`src/rtl/mem_port_arbiter_if.sv`:
```
// mem_port_arbiter_if: external memory port of the fetch/data arbiter.
// master = arbiter side (drives the request), slave = memory side.
interface mem_port_arbiter_if #(
    parameter int AW = 32,
    parameter int DW = 32
);
    logic            m_req;
    logic            m_we;
    logic [DW/8-1:0] m_be;
    logic [AW-1:0]   m_addr;
    logic [DW-1:0]   m_wdata;
    logic            m_gnt;
    logic            m_rvalid;
    logic [DW-1:0]   m_rdata;

    modport master (
        output m_req, m_we, m_be, m_addr, m_wdata,
        input  m_gnt, m_rvalid, m_rdata
    );

    modport slave (
        input  m_req, m_we, m_be, m_addr, m_wdata,
        output m_gnt, m_rvalid, m_rdata
    );
endinterface

```
`src/rtl/mem_port_arbiter.sv`:
```
// mem_port_arbiter: shares one memory port between the instruction fetch
// requester (I) and the data requester (D) of an RV32I core. One transaction
// outstanding at a time; round-robin when both request together.
// Optional macro MEM_ARB_TIMEOUT_EN adds an issue-to-response watchdog that
// completes a stuck transaction with rdata=0 and raises a sticky timeout_err.
module mem_port_arbiter #(
    parameter int AW      = 32,
    parameter int DW      = 32,
    parameter int TIMEOUT = 255
) (
    input  logic            clk,
    input  logic            rst_n,
    // fetch requester
    input  logic            i_req,
    input  logic [AW-1:0]   i_addr,
    output logic            i_ack,
    output logic [DW-1:0]   i_rdata,
    // data requester
    input  logic            d_req,
    input  logic            d_we,
    input  logic [DW/8-1:0] d_be,
    input  logic [AW-1:0]   d_addr,
    input  logic [DW-1:0]   d_wdata,
    output logic            d_ack,
    output logic [DW-1:0]   d_rdata,
    // memory port
    mem_port_arbiter_if.master mem,
    // status
    output logic            busy,
    output logic            timeout_err
);

    localparam int BW = DW / 8;

    // owner encoding: 0 = fetch, 1 = data
    localparam logic OWN_I = 1'b0;
    localparam logic OWN_D = 1'b1;

    typedef enum logic [1:0] {
        ST_IDLE  = 2'd0,
        ST_ISSUE = 2'd1,
        ST_WAIT  = 2'd2
    } state_t;

    state_t          r_state;
    state_t          w_state_next;
    logic            r_owner;
    logic            r_last_owner;
    logic            r_we;
    logic [BW-1:0]   r_be;
    logic [AW-1:0]   r_addr;
    logic [DW-1:0]   r_wdata;

    logic            w_any_req;
    logic            w_pick_d;
    logic            w_resp;
    logic            w_timeout;
    logic            w_done;
    logic [DW-1:0]   w_rsp_data;

    // Arbitration: a lone requester wins; on contention the one not served last wins.
    always_comb begin
        w_any_req = i_req | d_req;
        w_pick_d  = d_req & (~i_req | (r_last_owner == OWN_I));
    end

`ifdef MEM_ARB_TIMEOUT_EN
    // Counter is at least 8 bits and wide enough to hold TIMEOUT.
    localparam int CW = ($clog2(TIMEOUT + 1) > 8) ? $clog2(TIMEOUT + 1) : 8;

    logic [CW-1:0] r_cnt;
    logic          r_timeout_err;

    // Fires on the TIMEOUT-th cycle spent in ISSUE/WAIT unless a real response lands then.
    always_comb begin
        w_timeout = ((r_state == ST_ISSUE) ||
                     ((r_state == ST_WAIT) && !mem.m_rvalid)) &&
                    (r_cnt == CW'(TIMEOUT - 1));
    end

    // Watchdog counter: held at zero in IDLE so it starts from zero on ISSUE entry.
    always_ff @(posedge clk or negedge rst_n) begin
        if (!rst_n) begin
            r_cnt         <= '0;
            r_timeout_err <= 1'b0;
        end else begin
            if (r_state == ST_IDLE || w_timeout) begin
                r_cnt <= '0;
            end else begin
                r_cnt <= r_cnt + 1'b1;
            end
            if (w_timeout) begin
                r_timeout_err <= 1'b1;
            end
        end
    end

    assign timeout_err = r_timeout_err;
`else
    logic [31:0] w_unused_timeout;

    assign w_unused_timeout = TIMEOUT;
    assign w_timeout        = 1'b0;
    assign timeout_err      = 1'b0;
`endif

    // Completion: a response is only honoured in WAIT; a timeout completes with zero data.
    always_comb begin
        w_resp     = (r_state == ST_WAIT) && mem.m_rvalid;
        w_done     = w_resp || w_timeout;
        w_rsp_data = w_resp ? mem.m_rdata : '0;
    end

    // Next-state logic; a completion always returns to IDLE.
    always_comb begin
        w_state_next = r_state;
        case (r_state)
            ST_IDLE: begin
                if (w_any_req) begin
                    w_state_next = ST_ISSUE;
                end
            end
            ST_ISSUE: begin
                if (mem.m_gnt) begin
                    w_state_next = ST_WAIT;
                end
            end
            ST_WAIT: begin
                w_state_next = ST_WAIT;
            end
            default: begin
                w_state_next = ST_IDLE;
            end
        endcase
        if (w_done) begin
            w_state_next = ST_IDLE;
        end
    end

    // State, owner and latched payload registers.
    always_ff @(posedge clk or negedge rst_n) begin
        if (!rst_n) begin
            r_state      <= ST_IDLE;
            r_owner      <= OWN_I;
            r_last_owner <= OWN_I;
            r_we         <= 1'b0;
            r_be         <= '0;
            r_addr       <= '0;
            r_wdata      <= '0;
        end else begin
            r_state <= w_state_next;
            if (r_state == ST_IDLE && w_any_req) begin
                r_owner <= w_pick_d ? OWN_D : OWN_I;
                if (w_pick_d) begin
                    r_we    <= d_we;
                    r_be    <= d_be;
                    r_addr  <= d_addr;
                    r_wdata <= d_wdata;
                end else begin
                    // fetches are always full-word reads
                    r_we    <= 1'b0;
                    r_be    <= '1;
                    r_addr  <= i_addr;
                    r_wdata <= '0;
                end
            end
            if (w_done) begin
                r_last_owner <= r_owner;
            end
        end
    end

    // Memory request outputs: driven only in ISSUE, zero otherwise.
    always_comb begin
        mem.m_req   = 1'b0;
        mem.m_we    = 1'b0;
        mem.m_be    = '0;
        mem.m_addr  = '0;
        mem.m_wdata = '0;
        if (r_state == ST_ISSUE) begin
            mem.m_req   = 1'b1;
            mem.m_we    = r_we;
            mem.m_be    = r_be;
            mem.m_addr  = r_addr;
            mem.m_wdata = r_wdata;
        end
    end

    // Response routing: only the owner sees ack/data, and data is zero without ack.
    always_comb begin
        i_ack   = 1'b0;
        d_ack   = 1'b0;
        i_rdata = '0;
        d_rdata = '0;
        if (w_done) begin
            if (r_owner == OWN_D) begin
                d_ack   = 1'b1;
                d_rdata = w_rsp_data;
            end else begin
                i_ack   = 1'b1;
                i_rdata = w_rsp_data;
            end
        end
    end

    assign busy = (r_state != ST_IDLE);

endmodule

```
`src/flat_wrapper.sv`:
```
// flat-port wrapper written by rule: the top's interface ports become plain ports
module mem_port_arbiter_flat 
#(
    parameter int AW      = 32,
    parameter int DW      = 32,
    parameter int TIMEOUT = 255
)
  (clk, rst_n, i_req, i_addr, i_ack, i_rdata, d_req, d_we, d_be, d_addr, d_wdata, d_ack, d_rdata, busy, timeout_err, mem_m_req, mem_m_we, mem_m_be, mem_m_addr, mem_m_wdata, mem_m_gnt, mem_m_rvalid, mem_m_rdata);
  mem_port_arbiter_if #(.AW(AW), .DW(DW)) mem_i ();
  input  logic clk;
  input  logic rst_n;
  input  logic i_req;
  input  logic [AW-1:0] i_addr;
  output logic i_ack;
  output logic [DW-1:0] i_rdata;
  input  logic d_req;
  input  logic d_we;
  input  logic [DW/8-1:0] d_be;
  input  logic [AW-1:0] d_addr;
  input  logic [DW-1:0] d_wdata;
  output logic d_ack;
  output logic [DW-1:0] d_rdata;
  output logic busy;
  output logic timeout_err;
  output wire logic [$bits(mem_i.m_req)-1:0] mem_m_req;
  output wire logic [$bits(mem_i.m_we)-1:0] mem_m_we;
  output wire logic [$bits(mem_i.m_be)-1:0] mem_m_be;
  output wire logic [$bits(mem_i.m_addr)-1:0] mem_m_addr;
  output wire logic [$bits(mem_i.m_wdata)-1:0] mem_m_wdata;
  input wire logic [$bits(mem_i.m_gnt)-1:0] mem_m_gnt;
  input wire logic [$bits(mem_i.m_rvalid)-1:0] mem_m_rvalid;
  input wire logic [$bits(mem_i.m_rdata)-1:0] mem_m_rdata;
  assign mem_m_req = mem_i.m_req;
  assign mem_m_we = mem_i.m_we;
  assign mem_m_be = mem_i.m_be;
  assign mem_m_addr = mem_i.m_addr;
  assign mem_m_wdata = mem_i.m_wdata;
  assign mem_i.m_gnt = mem_m_gnt;
  assign mem_i.m_rvalid = mem_m_rvalid;
  assign mem_i.m_rdata = mem_m_rdata;
  mem_port_arbiter #(.AW(AW), .DW(DW), .TIMEOUT(TIMEOUT)) u_core (.clk(clk), .rst_n(rst_n), .i_req(i_req), .i_addr(i_addr), .i_ack(i_ack), .i_rdata(i_rdata), .d_req(d_req), .d_we(d_we), .d_be(d_be), .d_addr(d_addr), .d_wdata(d_wdata), .d_ack(d_ack), .d_rdata(d_rdata), .mem(mem_i), .busy(busy), .timeout_err(timeout_err));
endmodule
```
`config.mk`:
```
export PLATFORM = sky130hd
export DESIGN_NAME = mem_port_arbiter_flat
export DESIGN_NICKNAME = d
export VERILOG_FILES = /design/src/rtl/mem_port_arbiter_if.sv /design/src/rtl/mem_port_arbiter.sv /design/src/flat_wrapper.sv
export SDC_FILE = /design/constraint.sdc
export NUM_CORES = 1
export LEC_CHECK = 0
export BUFFER_PORTS_ARGS = -buffer_cell sky130_fd_sc_hd__buf_2
export CORE_AREA = 2 2 109 111
export DETAILED_ROUTE_END_ITERATION = 8
export DIE_AREA = 0 0 111 113
export HOLD_SLACK_MARGIN = 0.08
export PLACE_DENSITY = 0.8
export REMOVE_ABC_BUFFERS = 1
export SYNTH_ARGS = -nofsm -noshare
export SYNTH_HDL_FRONTEND = slang
export SYNTH_SLANG_ARGS = --single-unit
```
`constraint.sdc`:
```
create_clock -name clk -period 2.1 [get_ports clk]
set_input_delay 0.105 -clock clk [delete_from_list [all_inputs] [get_ports clk]]
set_output_delay 0.105 -clock clk [all_outputs]
set_load 0.01 [all_outputs]
```
==> impl_results.html, run 1 <==
<table>
<tr><th>Metric</th><th>Value</th></tr>
<tr><th colspan="2">Run status</th></tr>
<tr><td>Outcome</td><td>finished, final reports clean</td></tr>
<tr><th colspan="2">GRT</th></tr>
<tr><td>Antenna violations before repair</td><td>1</td></tr>
<tr><td>Largest net degree at the start of global routing</td><td>74</td></tr>
<tr><td>Vias in the first global route</td><td>4389</td></tr>
<tr><td>Overflow left after global routing</td><td>0</td></tr>
<tr><td>All-layer global routing usage</td><td>0.208</td></tr>
<tr><td>First-pass GRT wire length</td><td>21.4 mm</td></tr>
<tr><th colspan="2">Route</th></tr>
<tr><td>Final routed wirelength across all metal layers</td><td>13.8 mm</td></tr>
<tr><td>Violation count after the first detailed-route iteration</td><td>281</td></tr>
<tr><td>Count of unresolved DRC violations after routing</td><td>0</td></tr>
<tr><td>Total vias in the final route</td><td>4443</td></tr>
<tr><td>Router iterations before antenna repair</td><td>4</td></tr>
<tr><td>Via density per instance</td><td>4.82</td></tr>
<tr><td>Detailed-route wire length per cell</td><td>15.0 µm</td></tr>
<tr><td>Remaining antenna violation count</td><td>0</td></tr>
<tr><th colspan="2">Synth</th></tr>
<tr><td>Synthesis warning total</td><td>0</td></tr>
<tr><td>Post-synth EDFFs</td><td>0</td></tr>
<tr><td>Post-Synthesis Cells</td><td>435</td></tr>
<tr><td>Total standard cell area after synthesis</td><td>0.00394 mm²</td></tr>
<tr><td>Synth area leader</td><td>dfrtp_1</td></tr>
<tr><td>Synth Area per Inst</td><td>9.05 µm²</td></tr>
<tr><td>Post-synthesis cell type count</td><td>24</td></tr>
<tr><td>Ranking of synthesized cells by instance count</td><td>133 x and2_1, 73 x dfrtp_1, 66 x a21oi_1</td></tr>
<tr><td>#FFs+latches synth</td><td>73</td></tr>
<tr><td>Asr flop ratio synth</td><td>1.00</td></tr>
<tr><td>Main synth FF type</td><td>dfrtp_1</td></tr>
<tr><td>Top cells by area in the synthesized netlist</td><td>dfrtp_1 46%, and2_1 21%, a21oi_1 8.4%, a22o_1 7.3%, nand2_1 3.5%</td></tr>
<tr><td>Top cell type's share of synthesized area</td><td>0.464</td></tr>
<tr><td>Most frequently used cell type in the post-synthesis netlist</td><td>and2_1</td></tr>
<tr><td>Part of the Yosys area used for sequential elements</td><td>0.464</td></tr>
<tr><th colspan="2">Timing</th></tr>
<tr><td>Setup repair after global routing missed its margin</td><td>no</td></tr>
<tr><td>Count of final max-slew check failures</td><td>0</td></tr>
<tr><td>Smallest setup slack after layout</td><td>0.191 ns</td></tr>
<tr><td>Top achievable clock speed</td><td>0.524 GHz</td></tr>
<tr><td>Min Clock Period, post-route</td><td>1.91 ns</td></tr>
<tr><td>Slew margin rel.</td><td>0.644</td></tr>
<tr><td>Worst slew pin tran</td><td>0.533 ns</td></tr>
<tr><td>Setup skew after layout</td><td>0.00855 ns</td></tr>
<tr><td>Ratio of final minimum period to clock period</td><td>0.909</td></tr>
<tr><td>Count of endpoints failing setup in the final report</td><td>0</td></tr>
<tr><td>Final Hold Fails</td><td>0</td></tr>
<tr><th colspan="2">Floorplan</th></tr>
<tr><td>Vertical extent of the die</td><td>113 µm</td></tr>
<tr><td>CORE AREA</td><td>0.0113 mm²</td></tr>
<tr><td>Die outline area</td><td>0.0125 mm²</td></tr>
<tr><td>Number of primary I/O pins</td><td>277</td></tr>
<tr><td>Site Rows</td><td>39</td></tr>
<tr><td>Die Span X</td><td>111 µm</td></tr>
<tr><td>Initial core utilization</td><td>0.349</td></tr>
<tr><th colspan="2">CTS</th></tr>
<tr><td>Root buffer selected by CTS</td><td>clkbuf_16</td></tr>
<tr><td>Number of clock sinks seen by CTS</td><td>73</td></tr>
<tr><td>Insertion delay of the later-clocked pin in the worst-skew pair</td><td>0.32 ns</td></tr>
<tr><td>Number of buffers added by the clock tree synthesis step</td><td>9</td></tr>
<tr><td>Post-CTS Setup Inserts</td><td>0</td></tr>
<tr><td>Maximum count of clock buffers along a single path</td><td>2</td></tr>
<tr><td>TritonCTS clock tree</td><td>done</td></tr>
<tr><td>Total number of H-tree levels</td><td>3</td></tr>
<tr><td>Clock transition time at the flip-flop clock pins of the worst setup and hold paths</td><td>0.06 ns</td></tr>
<tr><th colspan="2">Power and ir drop</th></tr>
<tr><td>Internal power of the cells</td><td>0.00462 W</td></tr>
<tr><td>Maximum resistive drop on vdd</td><td>565 µV</td></tr>
<tr><td>Total power per unit cell area</td><td>1130 mW/mm²</td></tr>
<tr><td>Net Sw Power</td><td>0.00277 W</td></tr>
<tr><td>Clock power frac</td><td>0.225</td></tr>
<tr><td>Static power due to leakage</td><td>3.59 nW</td></tr>
<tr><td>Sequential power share</td><td>0.320</td></tr>
<tr><td>Switching portion of total power</td><td>0.375</td></tr>
<tr><td>Logic pwr share</td><td>0.455</td></tr>
<tr><th colspan="2">Hold path</th></tr>
<tr><td>Class of the most critical hold timing path</td><td>input port to register</td></tr>
<tr><td>Number of instances on the worst hold path</td><td>3</td></tr>
<tr><td>Source of the worst hold timing path</td><td>d_addr[3]</td></tr>
<tr><td>Endpoint with the worst hold slack</td><td>u_core.r_addr[3]</td></tr>
<tr><th colspan="2">Critical path</th></tr>
<tr><td>Count of cells along the worst register-to-register path</td><td>6</td></tr>
<tr><td>Setup crit start kind</td><td>register</td></tr>
<tr><td>Peak per-stage delay on the critical path</td><td>0.39 ns</td></tr>
<tr><td>Capturing element type of the critical path</td><td>primary output</td></tr>
<tr><td>Critical Path, Cell by Cell</td><td>inv_1 -&gt; ha_1 -&gt; nand2_1 -&gt; nor2_1 -&gt; buf_4 -&gt; and2_1 -&gt; buf_2</td></tr>
<tr><td>CP Max Fanout</td><td>33</td></tr>
<tr><td>Slowest library cell on the worst path</td><td>dfrtp_1</td></tr>
<tr><td>CP Data Required Time</td><td>2.00 ns</td></tr>
<tr><td>End of the worst register-to-register path</td><td>u_core.r_addr[29]</td></tr>
<tr><td>Worst endpoint data arrival time</td><td>1.80 ns</td></tr>
<tr><td>Critical path type</td><td>register to primary output</td></tr>
<tr><td>Flop-to-flop setup slack</td><td>0.41 ns</td></tr>
<tr><td>Beginning of the worst register-to-register path</td><td>u_core.r_state[0]</td></tr>
<tr><th colspan="2">Place</th></tr>
<tr><td>Place WS</td><td>0.448 ns</td></tr>
<tr><td>Buffers added on ports</td><td>275</td></tr>
<tr><td>Routability-driven placement congestion ratio</td><td>0.783</td></tr>
<tr><td>Final HPWL from detailed placement</td><td>8.91 mm</td></tr>
<tr><th colspan="2">Finish</th></tr>
<tr><td>Share of final-layout standard cells stronger than drive strength 1</td><td>0.392</td></tr>
<tr><td>N_diodes</td><td>0</td></tr>
<tr><td>Final core area utilization</td><td>0.581</td></tr>
<tr><td>Final Net Count</td><td>917</td></tr>
<tr><td>Area added between synthesis and finish</td><td>66.2%</td></tr>
<tr><th colspan="2">Job</th></tr>
<tr><td>Number of maximum-capacitance constraint violations</td><td>0</td></tr>
</table>
[power groups by stage]
stage	Sequential [W]	Clock [W]	Combinational [W]
2_1_floorplan	0.00227	0	0.00203
3_3_place_gp	0.00235	0	0.00319
3_5_place_dp	0.00236	0	0.00326
4_1_cts	0.00235	0.00171	0.00336
5_1_grt	0.00243	0.00177	0.00370
6_report	0.00237	0.00166	0.00336
[layout by cell type, fill, tap and decap left out]
cell type | netlist | routed
o21ai_4 | 0 | 1
clkinv_2 | 0 | 1
nor2_8 | 1 | 1
o21a_1 | 1 | 1
dfrtp_1 | 73 | 73
buf_2 | 14 | 274
nor2_1 | 34 | 34
a21boi_2 | 1 | 1
mux2i_1 | 1 | 1
ha_1 | 4 | 3
conb_1 | 1 | 1
buf_12 | 0 | 3
clkinv_4 | 0 | 1
a21oi_1 | 66 | 66
inv_1 | 3 | 3
a21bo_1 | 1 | 1
buf_4 | 5 | 8
clkbuf_16 | 0 | 9
a21o_1 | 2 | 2
nor2b_1 | 1 | 1
o22a_1 | 4 | 4
nand2_1 | 37 | 37
a22oi_1 | 1 | 1
bufinv_16 | 0 | 2
and2_1 | 133 | 133
ha_2 | 0 | 1
inv_6 | 0 | 3
dlygate4sd3_1 | 0 | 79
a22o_1 | 33 | 33
and3_1 | 1 | 1
[routing by layer]
layer  wire length [µm]  GRT usage  vias to the layer above
met5                 16          0                        -
met2               6940      0.364                      192
met4                325     0.0725                        2
met1               5670      0.257                     2107
met3                854     0.0445                       31
li1                   -          -                     2111
[cell type report]
type | instances | area, µm²
Tap cell | 143 | 179
Timing Repair Buffer | 364 | 2280
Fill cell | 965 | 4730
Clock inverter | 7 | 100
Inverter | 3 | 11.3
Clock buffer | 9 | 225
Multi-Input combinational cell | 323 | 1920
Sequential cell | 73 | 1830
[critical path, delay by kind of cell (launching register included)]
kind          cells  cell delay [ns]
buf+inv           3             0.52
simple gates      3             0.40
flops             1             0.39
fa+ha+maj         1             0.17
[through the flow]
step / instance area, µm² / TNS (ns) / hold WS (ns) / std cells / power (W)
finish: 6540 / 0 / 0.0873 / 922 / 0.00739
global route: 6540 / 0 / 0.0805 / 922 / 0.00791
CTS: 6540 / 0 / 0.0813 / 922 / 0.00742
detailed placement: 5430 / 0 / 0.154 / 827 / 0.00562
global placement: 5430 / 0 / 0.154 / 827 / 0.00554
floorplan: 3740 / -38.06 / -0.191 / 399 / 0.00430
[timing repair]
item                                   in CTS  in global routing
hold buffers                               79                  0
resized for setup                           0                  0
endpoints found under the hold margin     142                  0
[cells by family (layout without fill, tap and decap cells)]
logic type                 count (synthesis)  in the layout  share of synthesized area
AOI/OAI and AO/OA                        110            110                      0.180
adders and majority gates                  4              4                     0.0127
buffers and inverters                     39            383                     0.0521
DFF                                       73             73                      0.464
muxes                                      1              1                    0.00254
other                                      1              1                   0.000952
and+or+nand+nor                          207            207                      0.287
[worst max-delay path by stage]
stage,start,end,slack (ns),cells past startpoint
2_1_floorplan,i_req,u_core.r_wdata[0],-0.63,2
3_3_place_gp,u_core.r_state[1],u_core.r_wdata[9],0.50,5
3_5_place_dp,u_core.r_state[1],u_core.r_wdata[22],0.45,5
4_1_cts,u_core.r_state[0],i_rdata[8],0.18,7
5_1_grt,u_core.r_state[0],i_rdata[8],0.05,7
6_report,u_core.r_state[0],i_rdata[0],0.19,7
[registers in the layout, indices dropped and copies added, names as in the netlist]
register / cells
u_core.r_we: 1
u_core.r_wdata: 32
u_core.r_be: 4
u_core.r_addr: 32
u_core.r_last_owner: 1
u_core.r_state: 2
u_core.r_owner: 1
Power figures use the tool's default switching activity.
==> run 2, diff against run 1 <==
CORE_AREA = 2 2 106 108   (was 2 2 109 111)
DIE_AREA = 0 0 108 110   (was 0 0 111 113)
PLACE_DENSITY = 0.83   (was 0.8)
clock period = 2.12 ns   (was 2.1 ns; I/O delays follow)
==> impl_results.html, run 2 (synthesis gave the netlist of run 1 again) <==
<table>
<tr><th>Metric</th><th>Value</th></tr>
<tr><th colspan="2">CTS</th></tr>
<tr><td>Clock transition time at the flip-flop clock pins of the worst setup and hold paths</td><td>0.09 ns (+0.03 ns)</td></tr>
<tr><td>Root buffer selected by CTS</td><td>clkbuf_8</td></tr>
<tr><td>Number of clock sinks seen by CTS</td><td>73 (unchanged)</td></tr>
<tr><td>TritonCTS clock tree</td><td>done</td></tr>
<tr><td>Insertion delay of the later-clocked pin in the worst-skew pair</td><td>0.33 ns (about the same)</td></tr>
<tr><td>Number of buffers added by the clock tree synthesis step</td><td>9 (unchanged)</td></tr>
<tr><td>Total number of H-tree levels</td><td>3 (unchanged)</td></tr>
<tr><td>Maximum count of clock buffers along a single path</td><td>2 (unchanged)</td></tr>
<tr><th colspan="2">Route</th></tr>
<tr><td>Total vias in the final route</td><td>4515 (+1.6%)</td></tr>
<tr><td>Detailed-route wire length per cell</td><td>15.5 µm (+3.2%)</td></tr>
<tr><td>Router iterations before antenna repair</td><td>5 (+1)</td></tr>
<tr><td>Remaining antenna violation count</td><td>0 (unchanged)</td></tr>
<tr><td>Via density per instance</td><td>4.80 (-0.33%)</td></tr>
<tr><td>Final routed wirelength across all metal layers</td><td>14.5 mm (+5.2%)</td></tr>
<tr><td>Violation count after the first detailed-route iteration</td><td>389 (+38%)</td></tr>
<tr><td>Count of unresolved DRC violations after routing</td><td>0 (unchanged)</td></tr>
<tr><th colspan="2">Critical path</th></tr>
<tr><td>End of the worst register-to-register path</td><td>u_core.r_addr[27]</td></tr>
<tr><td>Slowest library cell on the worst path</td><td>ha_2</td></tr>
<tr><td>Capturing element type of the critical path</td><td>primary output</td></tr>
<tr><td>Setup crit start kind</td><td>register</td></tr>
<tr><td>Peak per-stage delay on the critical path</td><td>0.42 ns (+0.03 ns)</td></tr>
<tr><td>Flop-to-flop setup slack</td><td>0.40 ns (about the same)</td></tr>
<tr><td>Number of buffer and inverter stages on the critical path</td><td>3 (unchanged)</td></tr>
<tr><td>Beginning of the worst register-to-register path</td><td>u_core.r_state[0]</td></tr>
<tr><td>Critical Path, Cell by Cell</td><td>inv_1 -&gt; ha_2 -&gt; buf_12 -&gt; and2_1 -&gt; buf_2</td></tr>
<tr><td>Critical Path Start</td><td>u_core.r_state[1]</td></tr>
<tr><td>Critical path type</td><td>register to primary output</td></tr>
<tr><td>Count of cell instances traversed by the critical path</td><td>5 (-2)</td></tr>
<tr><td>Timing endpoint of the critical path</td><td>mem_m_addr[12]</td></tr>
<tr><td>CP Max Fanout</td><td>50 (+52%)</td></tr>
<tr><td>Worst endpoint data arrival time</td><td>1.86 ns (+0.06 ns)</td></tr>
<tr><td>CP Data Required Time</td><td>2.01 ns (about the same)</td></tr>
<tr><td>Top cell family by delay on the critical path</td><td>buffers and inverters</td></tr>
<tr><td>Count of cells along the worst register-to-register path</td><td>6 (unchanged)</td></tr>
<tr><th colspan="2">Timing</th></tr>
<tr><td>Top achievable clock speed</td><td>0.508 GHz</td></tr>
<tr><td>Smallest setup slack after layout</td><td>0.151 ns (-0.0399 ns)</td></tr>
<tr><td>Final total negative setup slack</td><td>0 ns (unchanged)</td></tr>
<tr><td>Min Clock Period, post-route</td><td>1.97 ns</td></tr>
<tr><td>Count of final max-slew check failures</td><td>0 (unchanged)</td></tr>
<tr><td>Ratio of final minimum period to clock period</td><td>0.929</td></tr>
<tr><td>Count of endpoints failing setup in the final report</td><td>0 (unchanged)</td></tr>
<tr><td>Final Hold Fails</td><td>0 (unchanged)</td></tr>
<tr><td>Slew margin rel.</td><td>0.517 (-0.127)</td></tr>
<tr><td>Worst slew pin tran</td><td>0.725 ns (+0.192 ns)</td></tr>
<tr><td>Setup skew after layout</td><td>0.0128 ns (+0.00425 ns)</td></tr>
<tr><td>Hold slack final</td><td>0.107 ns (+0.0194 ns)</td></tr>
<tr><th colspan="2">Place</th></tr>
<tr><td>Final HPWL from detailed placement</td><td>8.45 mm (-5.1%)</td></tr>
<tr><td>Buffers added on ports</td><td>275 (unchanged)</td></tr>
<tr><td>Place WS</td><td>0.510 ns (+0.0619 ns)</td></tr>
<tr><td>Routability-driven placement congestion ratio</td><td>0.824 (+5.2%)</td></tr>
<tr><th colspan="2">GRT</th></tr>
<tr><td>Vias in the first global route</td><td>4369 (-0.46%)</td></tr>
<tr><td>Global-route met1 utilization</td><td>0.263 (+0.00615)</td></tr>
<tr><td>First-pass GRT wire length</td><td>20.9 mm (-2.0%)</td></tr>
<tr><td>Most used routing layer</td><td>met2</td></tr>
<tr><td>Antenna violations before repair</td><td>2 (+1)</td></tr>
<tr><td>Largest net degree at the start of global routing</td><td>59 (-20%)</td></tr>
<tr><td>Fraction of met2 tracks used by global routing</td><td>0.388 (+0.0233)</td></tr>
<tr><td>Routing usage on met3</td><td>0.0535 (+0.00904)</td></tr>
<tr><td>All-layer global routing usage</td><td>0.225 (+0.0165)</td></tr>
<tr><td>Overflow left after global routing</td><td>0 (unchanged)</td></tr>
<tr><th colspan="2">Floorplan</th></tr>
<tr><td>Initial core utilization</td><td>0.368 (+0.0188)</td></tr>
<tr><td>Site Rows</td><td>38 (-2.6%)</td></tr>
<tr><td>Number of primary I/O pins</td><td>277 (unchanged)</td></tr>
<tr><td>Die Span X</td><td>108 µm (-2.7%)</td></tr>
<tr><td>Die outline area</td><td>0.0119 mm² (-5.3%)</td></tr>
<tr><td>CORE AREA</td><td>0.0107 mm² (-5.1%)</td></tr>
<tr><td>Vertical extent of the die</td><td>110 µm (-2.7%)</td></tr>
<tr><th colspan="2">Power and ir drop</th></tr>
<tr><td>Static power due to leakage</td><td>3.61 nW (+0.32%)</td></tr>
<tr><td>Total design power</td><td>0.00685 W (-7.3%)</td></tr>
<tr><td>Maximum resistive drop on vdd</td><td>500 µV (-12%)</td></tr>
<tr><td>Total power per unit cell area</td><td>1040 mW/mm² (-7.9%)</td></tr>
<tr><th colspan="2">Finish</th></tr>
<tr><td>Share of final-layout standard cells stronger than drive strength 1</td><td>0.385 (-0.00682)</td></tr>
<tr><td>Commonest cells after routing, fill and taps aside</td><td>274 x buf_2, 133 x and2_1, 97 x dlygate4sd3_1</td></tr>
<tr><td>Final Net Count</td><td>936 (+2.1%)</td></tr>
<tr><td>Most common cell after layout, fill and taps aside</td><td>buf_2</td></tr>
<tr><td>Final core area utilization</td><td>0.616 (+0.0355)</td></tr>
<tr><td>Area added between synthesis and finish</td><td>67.4%</td></tr>
<tr><td>Regs by FF count</td><td>u_core.r_addr: 32 flops, u_core.r_wdata: 32 flops, u_core.r_be: 4 flops</td></tr>
<tr><th colspan="2">Job</th></tr>
<tr><td>Number of maximum-capacitance constraint violations</td><td>0 (unchanged)</td></tr>
<tr><th colspan="2">Hold path</th></tr>
<tr><td>Class of the most critical hold timing path</td><td>input port to register</td></tr>
<tr><th colspan="2">Run status</th></tr>
<tr><td>Outcome</td><td>finished, final reports clean</td></tr>
</table>
-- run 2: cell count changes in the layout (fill, tap and decap cells not counted), moves of 2 or more --
| cell | change |
|---|---|
| buf_12 | -2 |
| buf_4 | +2 |
| clkbuf_16 | -9 |
| clkbuf_8 | +9 |
| diode_2 | +2 |
| dlygate4sd3_1 | +18 |
-- run 2: worst register-to-register path, delay by kind of cell, from the launching register on --
family | cells | cell delay [ns]
buffers and inverters | 2 | 0.50
adders and majority gates | 1 | 0.28
and+or+nand+nor | 1 | 0.09
AOI/OAI and AO/OA | 2 | 0.35
DFF | 1 | 0.39
-- run 2: how the worst min path moves through the flow --
| stage | start | endpoint | slack [ns] | depth (start not counted) |
|---|---|---|---|---|
| 2_1_floorplan | rst_n | u_core.r_addr[0] | -0.19 | 0 |
| 3_5_place_dp | rst_n | u_core.r_addr[18] | 0.22 | 1 |
| 6_report | d_addr[10] | u_core.r_addr[10] | 0.11 | 3 |
| 5_1_grt | d_addr[10] | u_core.r_addr[10] | 0.09 | 3 |
| 4_1_cts | d_addr[10] | u_core.r_addr[10] | 0.08 | 3 |
| 3_3_place_gp | rst_n | u_core.r_addr[18] | 0.22 | 1 |
-- run 2: timing repair --
action / in CTS / in global routing
hold buffers: 97 / 0
buffers inserted: 0 / 0
setup endpoints to repair: 0 / 32
gates resized for setup: 0 / 4
hold endpoints to repair: 125 / 0
-- run 2: per-stage QoR --
| step | std cells | instance area (µm²) |
|---|---|---|
| after floorplan | 399 | 3740 |
| after global placement | 824 | 5400 |
| after detailed placement | 824 | 5400 |
| after CTS | 937 | 6570 |
| after global routing | 940 | 6590 |
| final | 940 | 6590 |
-- run 2: metal layers --
metal	wire length [µm]	vias to the layer above
met4	582	0
met2	7100	220
met5	0	-
met3	1090	51
li1	-	2144
met1	5750	2100
-- run 2: layout make-up --
class / instances / area [µm²]
Clock inverter: 7 / 77.6
Tap cell: 140 / 175
Fill cell: 827 / 4110
Multi-Input combinational cell: 323 / 1920
Sequential cell: 73 / 1830
Inverter: 3 / 11.3
Clock buffer: 9 / 124
Timing Repair Buffer: 383 / 2450
Antenna cell: 2 / 5.00
-- run 2: power by group --
| part | switching (W) | total (W) | leakage, nW | internal (W) |
|---|---|---|---|---|
| Sequential | 0.000335 | 0.00236 | 0.874 | 0.00202 |
| Clock | 0.000539 | 0.00109 | 0.100 | 0.000554 |
| Combinational | 0.00187 | 0.00340 | 2.63 | 0.00152 |
| Total | 0.00275 | 0.00685 | 3.61 | 0.00410 |
==> run 3, diff against run 2 <==
CORE_AREA = unset   (was 2 2 106 108)
CORE_ASPECT_RATIO = 0.75   (was unset)
CORE_MARGIN = 2   (was unset)
CORE_UTILIZATION = 39   (was unset)
DIE_AREA = unset   (was 0 0 108 110)
PLACE_DENSITY = 0.87   (was 0.83)
==> impl_results.html, run 3 (synthesis gave the netlist of run 1 again) <==
<table>
<tr><th>Metric</th><th>Value</th></tr>
<tr><th colspan="2">Run status</th></tr>
<tr><td>Outcome</td><td>finished, final reports clean</td></tr>
<tr><th colspan="2">Power and ir drop</th></tr>
<tr><td>Maximum resistive drop on vdd</td><td>692 µV (+39%)</td></tr>
<tr><td>Static power due to leakage</td><td>3.57 nW (-1.0%)</td></tr>
<tr><td>Total power per unit cell area</td><td>1130 mW/mm² (+9.0%)</td></tr>
<tr><th colspan="2">GRT</th></tr>
<tr><td>First-pass GRT wire length</td><td>23.2 mm (+11%)</td></tr>
<tr><td>All-layer global routing usage</td><td>0.265 (+0.0398)</td></tr>
<tr><td>Vias in the first global route</td><td>4654 (+6.5%)</td></tr>
<tr><td>Overflow left after global routing</td><td>0 (unchanged)</td></tr>
<tr><td>Antenna violations before repair</td><td>1 (-1)</td></tr>
<tr><td>Largest net degree at the start of global routing</td><td>74 (+25%)</td></tr>
<tr><th colspan="2">CTS</th></tr>
<tr><td>TritonCTS clock tree</td><td>done</td></tr>
<tr><td>Number of clock sinks seen by CTS</td><td>73 (unchanged)</td></tr>
<tr><td>Total number of H-tree levels</td><td>3 (unchanged)</td></tr>
<tr><td>Clock transition time at the flip-flop clock pins of the worst setup and hold paths</td><td>0.06 ns (-0.03 ns)</td></tr>
<tr><td>Insertion delay of the later-clocked pin in the worst-skew pair</td><td>0.32 ns (about the same)</td></tr>
<tr><td>Root buffer selected by CTS</td><td>clkbuf_16</td></tr>
<tr><td>Number of buffers added by the clock tree synthesis step</td><td>9 (unchanged)</td></tr>
<tr><td>Maximum count of clock buffers along a single path</td><td>2 (unchanged)</td></tr>
<tr><td>Post-CTS Setup Inserts</td><td>0 (unchanged)</td></tr>
<tr><th colspan="2">Floorplan</th></tr>
<tr><td>CORE AREA</td><td>0.00974 mm² (-9.0%)</td></tr>
<tr><td>Die outline area</td><td>0.0109 mm² (-8.0%)</td></tr>
<tr><td>Vertical extent of the die</td><td>91.0 µm (-17%)</td></tr>
<tr><td>Die Span X</td><td>120 µm (+11%)</td></tr>
<tr><td>Number of primary I/O pins</td><td>277 (unchanged)</td></tr>
<tr><td>Initial core utilization</td><td>0.404 (+0.0364)</td></tr>
<tr><td>Site Rows</td><td>31 (-18%)</td></tr>
<tr><th colspan="2">Finish</th></tr>
<tr><td>Final Net Count</td><td>913 (-2.5%)</td></tr>
<tr><td>Most common cell after layout, fill and taps aside</td><td>buf_2</td></tr>
<tr><td>Commonest cells after routing, fill and taps aside</td><td>274 x buf_2, 133 x and2_1, 74 x dlygate4sd3_1</td></tr>
<tr><td>Regs by FF count</td><td>u_core.r_addr: 32 flops, u_core.r_wdata: 32 flops, u_core.r_be: 4 flops</td></tr>
<tr><td>Share of final-layout standard cells stronger than drive strength 1</td><td>0.395 (+0.0101)</td></tr>
<tr><td>Area added between synthesis and finish</td><td>64.5%</td></tr>
<tr><td>Final cell count without fillers</td><td>908 (-3.4%)</td></tr>
<tr><th colspan="2">Critical path</th></tr>
<tr><td>Critical Path Start</td><td>u_core.r_state[0]</td></tr>
<tr><td>Capturing element type of the critical path</td><td>primary output</td></tr>
<tr><td>Beginning of the worst register-to-register path</td><td>u_core.r_state[1]</td></tr>
<tr><td>Worst endpoint data arrival time</td><td>1.85 ns (about the same)</td></tr>
<tr><td>Critical Path, Cell by Cell</td><td>inv_1 -&gt; ha_1 -&gt; nand2_1 -&gt; nor2_1 -&gt; buf_6 -&gt; and2_1 -&gt; buf_2</td></tr>
<tr><td>Flop-to-flop setup slack</td><td>0.36 ns (-0.04 ns)</td></tr>
<tr><td>Count of cells along the worst register-to-register path</td><td>6 (unchanged)</td></tr>
<tr><td>Peak per-stage delay on the critical path</td><td>0.38 ns (-0.04 ns)</td></tr>
<tr><td>End of the worst register-to-register path</td><td>u_core.r_addr[24]</td></tr>
<tr><td>Count of cell instances traversed by the critical path</td><td>7 (+2)</td></tr>
<tr><td>Critical path type</td><td>register to primary output</td></tr>
<tr><td>Setup crit start kind</td><td>register</td></tr>
<tr><td>Timing endpoint of the critical path</td><td>i_rdata[2]</td></tr>
<tr><td>Top cell family by delay on the critical path</td><td>buffers and inverters</td></tr>
<tr><td>CP Max Fanout</td><td>33 (-34%)</td></tr>
<tr><td>Slowest library cell on the worst path</td><td>dfrtp_1</td></tr>
<tr><td>Number of buffer and inverter stages on the critical path</td><td>3 (unchanged)</td></tr>
<tr><td>CP Data Required Time</td><td>2.01 ns (about the same)</td></tr>
<tr><th colspan="2">Timing</th></tr>
<tr><td>Count of final max-slew check failures</td><td>0 (unchanged)</td></tr>
<tr><td>Slew margin rel.</td><td>0.391 (-0.125)</td></tr>
<tr><td>Ratio of final minimum period to clock period</td><td>0.923 (-0.00570)</td></tr>
<tr><td>Min Clock Period, post-route</td><td>1.96 ns (-0.0121 ns)</td></tr>
<tr><td>Top achievable clock speed</td><td>0.511 GHz (+0.62%)</td></tr>
<tr><td>Setup skew after layout</td><td>0.00513 ns (-0.00766 ns)</td></tr>
<tr><td>Setup repair after global routing missed its margin</td><td>no</td></tr>
<tr><td>Count of endpoints failing setup in the final report</td><td>0 (unchanged)</td></tr>
<tr><td>Final total negative setup slack</td><td>0 ns (unchanged)</td></tr>
<tr><td>Final Hold Fails</td><td>0 (unchanged)</td></tr>
<tr><td>Worst slew pin tran</td><td>0.913 ns (+0.188 ns)</td></tr>
<tr><th colspan="2">Route</th></tr>
<tr><td>Via density per instance</td><td>4.98 (+3.8%)</td></tr>
<tr><td>Total vias in the final route</td><td>4526 (+0.24%)</td></tr>
<tr><td>Highest metal layer with signal wires</td><td>met4</td></tr>
<tr><td>Remaining antenna violation count</td><td>0 (unchanged)</td></tr>
<tr><td>Wire length on met3</td><td>1.09 mm (-0.37%)</td></tr>
<tr><td>Met2 routed wirelength</td><td>7.16 mm (+0.80%)</td></tr>
<tr><td>Wire length on met1</td><td>5.88 mm (+2.3%)</td></tr>
<tr><td>Final routed wirelength across all metal layers</td><td>14.5 mm (-0.40%)</td></tr>
<tr><td>Count of unresolved DRC violations after routing</td><td>0 (unchanged)</td></tr>
<tr><td>Violation count after the first detailed-route iteration</td><td>304 (-22%)</td></tr>
<tr><td>Detailed-route wire length per cell</td><td>15.9 µm (+3.1%)</td></tr>
<tr><td>Router iterations before antenna repair</td><td>5 (unchanged)</td></tr>
<tr><th colspan="2">Place</th></tr>
<tr><td>Final HPWL from detailed placement</td><td>9.40 mm (+11%)</td></tr>
<tr><td>Placed cells</td><td>817 (-0.85%)</td></tr>
<tr><td>Buffers added on ports</td><td>275 (unchanged)</td></tr>
<tr><td>Routability-driven placement congestion ratio</td><td>0.817 (-0.84%)</td></tr>
<tr><th colspan="2">Hold path</th></tr>
<tr><td>Class of the most critical hold timing path</td><td>input port to register</td></tr>
<tr><th colspan="2">Job</th></tr>
<tr><td>Number of maximum-capacitance constraint violations</td><td>0 (unchanged)</td></tr>
</table>
## run 3: changes by cell type in the layout (fill, tap and decap cells not counted), sizes merged
cell         delta
inv             -1
clkinv          -2
clkbuf          +2
diode           -1
dlygate4sd3    -23
clkinvlp        +1
## run 3: tightest hold or removal path, delay by kind of cell
kind                   cells  cell delay, ns
buffers and inverters      1            0.07
AO/OA/AOI/OAI              2            0.18
## run 3: worst min-delay path by stage
| stage | from | end | slack, ns | cells past startpoint |
|---|---|---|---|---|
| 3_3_place_gp | rst_n | u_core.r_wdata[7] | 0.30 | 1 |
| 2_1_floorplan | rst_n | u_core.r_addr[0] | -0.19 | 0 |
| 4_1_cts | d_addr[26] | u_core.r_addr[26] | 0.08 | 3 |
| 6_report | d_addr[26] | u_core.r_addr[26] | 0.09 | 3 |
| 3_5_place_dp | rst_n | u_core.r_wdata[7] | 0.30 | 1 |
| 5_1_grt | d_addr[11] | u_core.r_addr[11] | 0.09 | 3 |
## run 3: through the flow
step	setup WS [ns]	util	total power [W]	cell area, µm²	hold slack (ns)
2_1_floorplan	-0.610	-	0.00425	3740	-0.190
3_3_place_gp	0.502	0.556	0.00550	5420	0.297
3_5_place_dp	0.398	0.556	0.00561	5420	0.301
4_1_cts	0.144	0.665	0.00728	6470	0.0815
5_1_grt	0.0330	0.665	0.00785	6480	0.0887
6_report	0.163	0.665	0.00734	6480	0.0883
## run 3: repair_timing
item	CTS	global route
hold endpoints to repair	142	0
gates resized for setup	0	1
hold buffers	74	0
endpoints found under the setup margin	0	1
## run 3: final cells by class
class	instances	area, µm²
antenna	1	2.50
clock buffer	11	253
clock inverter	5	62.6
fill	751	3260
inverter	3	11.3
multi-input combinational	323	1930
sequential	73	1830
tap	132	165
timing repair buffer	360	2230
## run 3: per-layer routing
| metal | global-route usage | vias to the layer above |
|---|---|---|
| li1 | - | 2102 |
| met1 | 0.345 | 2149 |
| met2 | 0.445 | 241 |
| met3 | 0.0509 | 34 |
| met4 | 0.0824 | 0 |
| met5 | 0 | - |
## run 3: report_power, final
part / switching (W) / leakage, nW / internal [W]
sequential: 0.000351 / 0.874 / 0.00203
clock: 0.000575 / 0.148 / 0.000982
combinational: 0.00187 / 2.55 / 0.00154
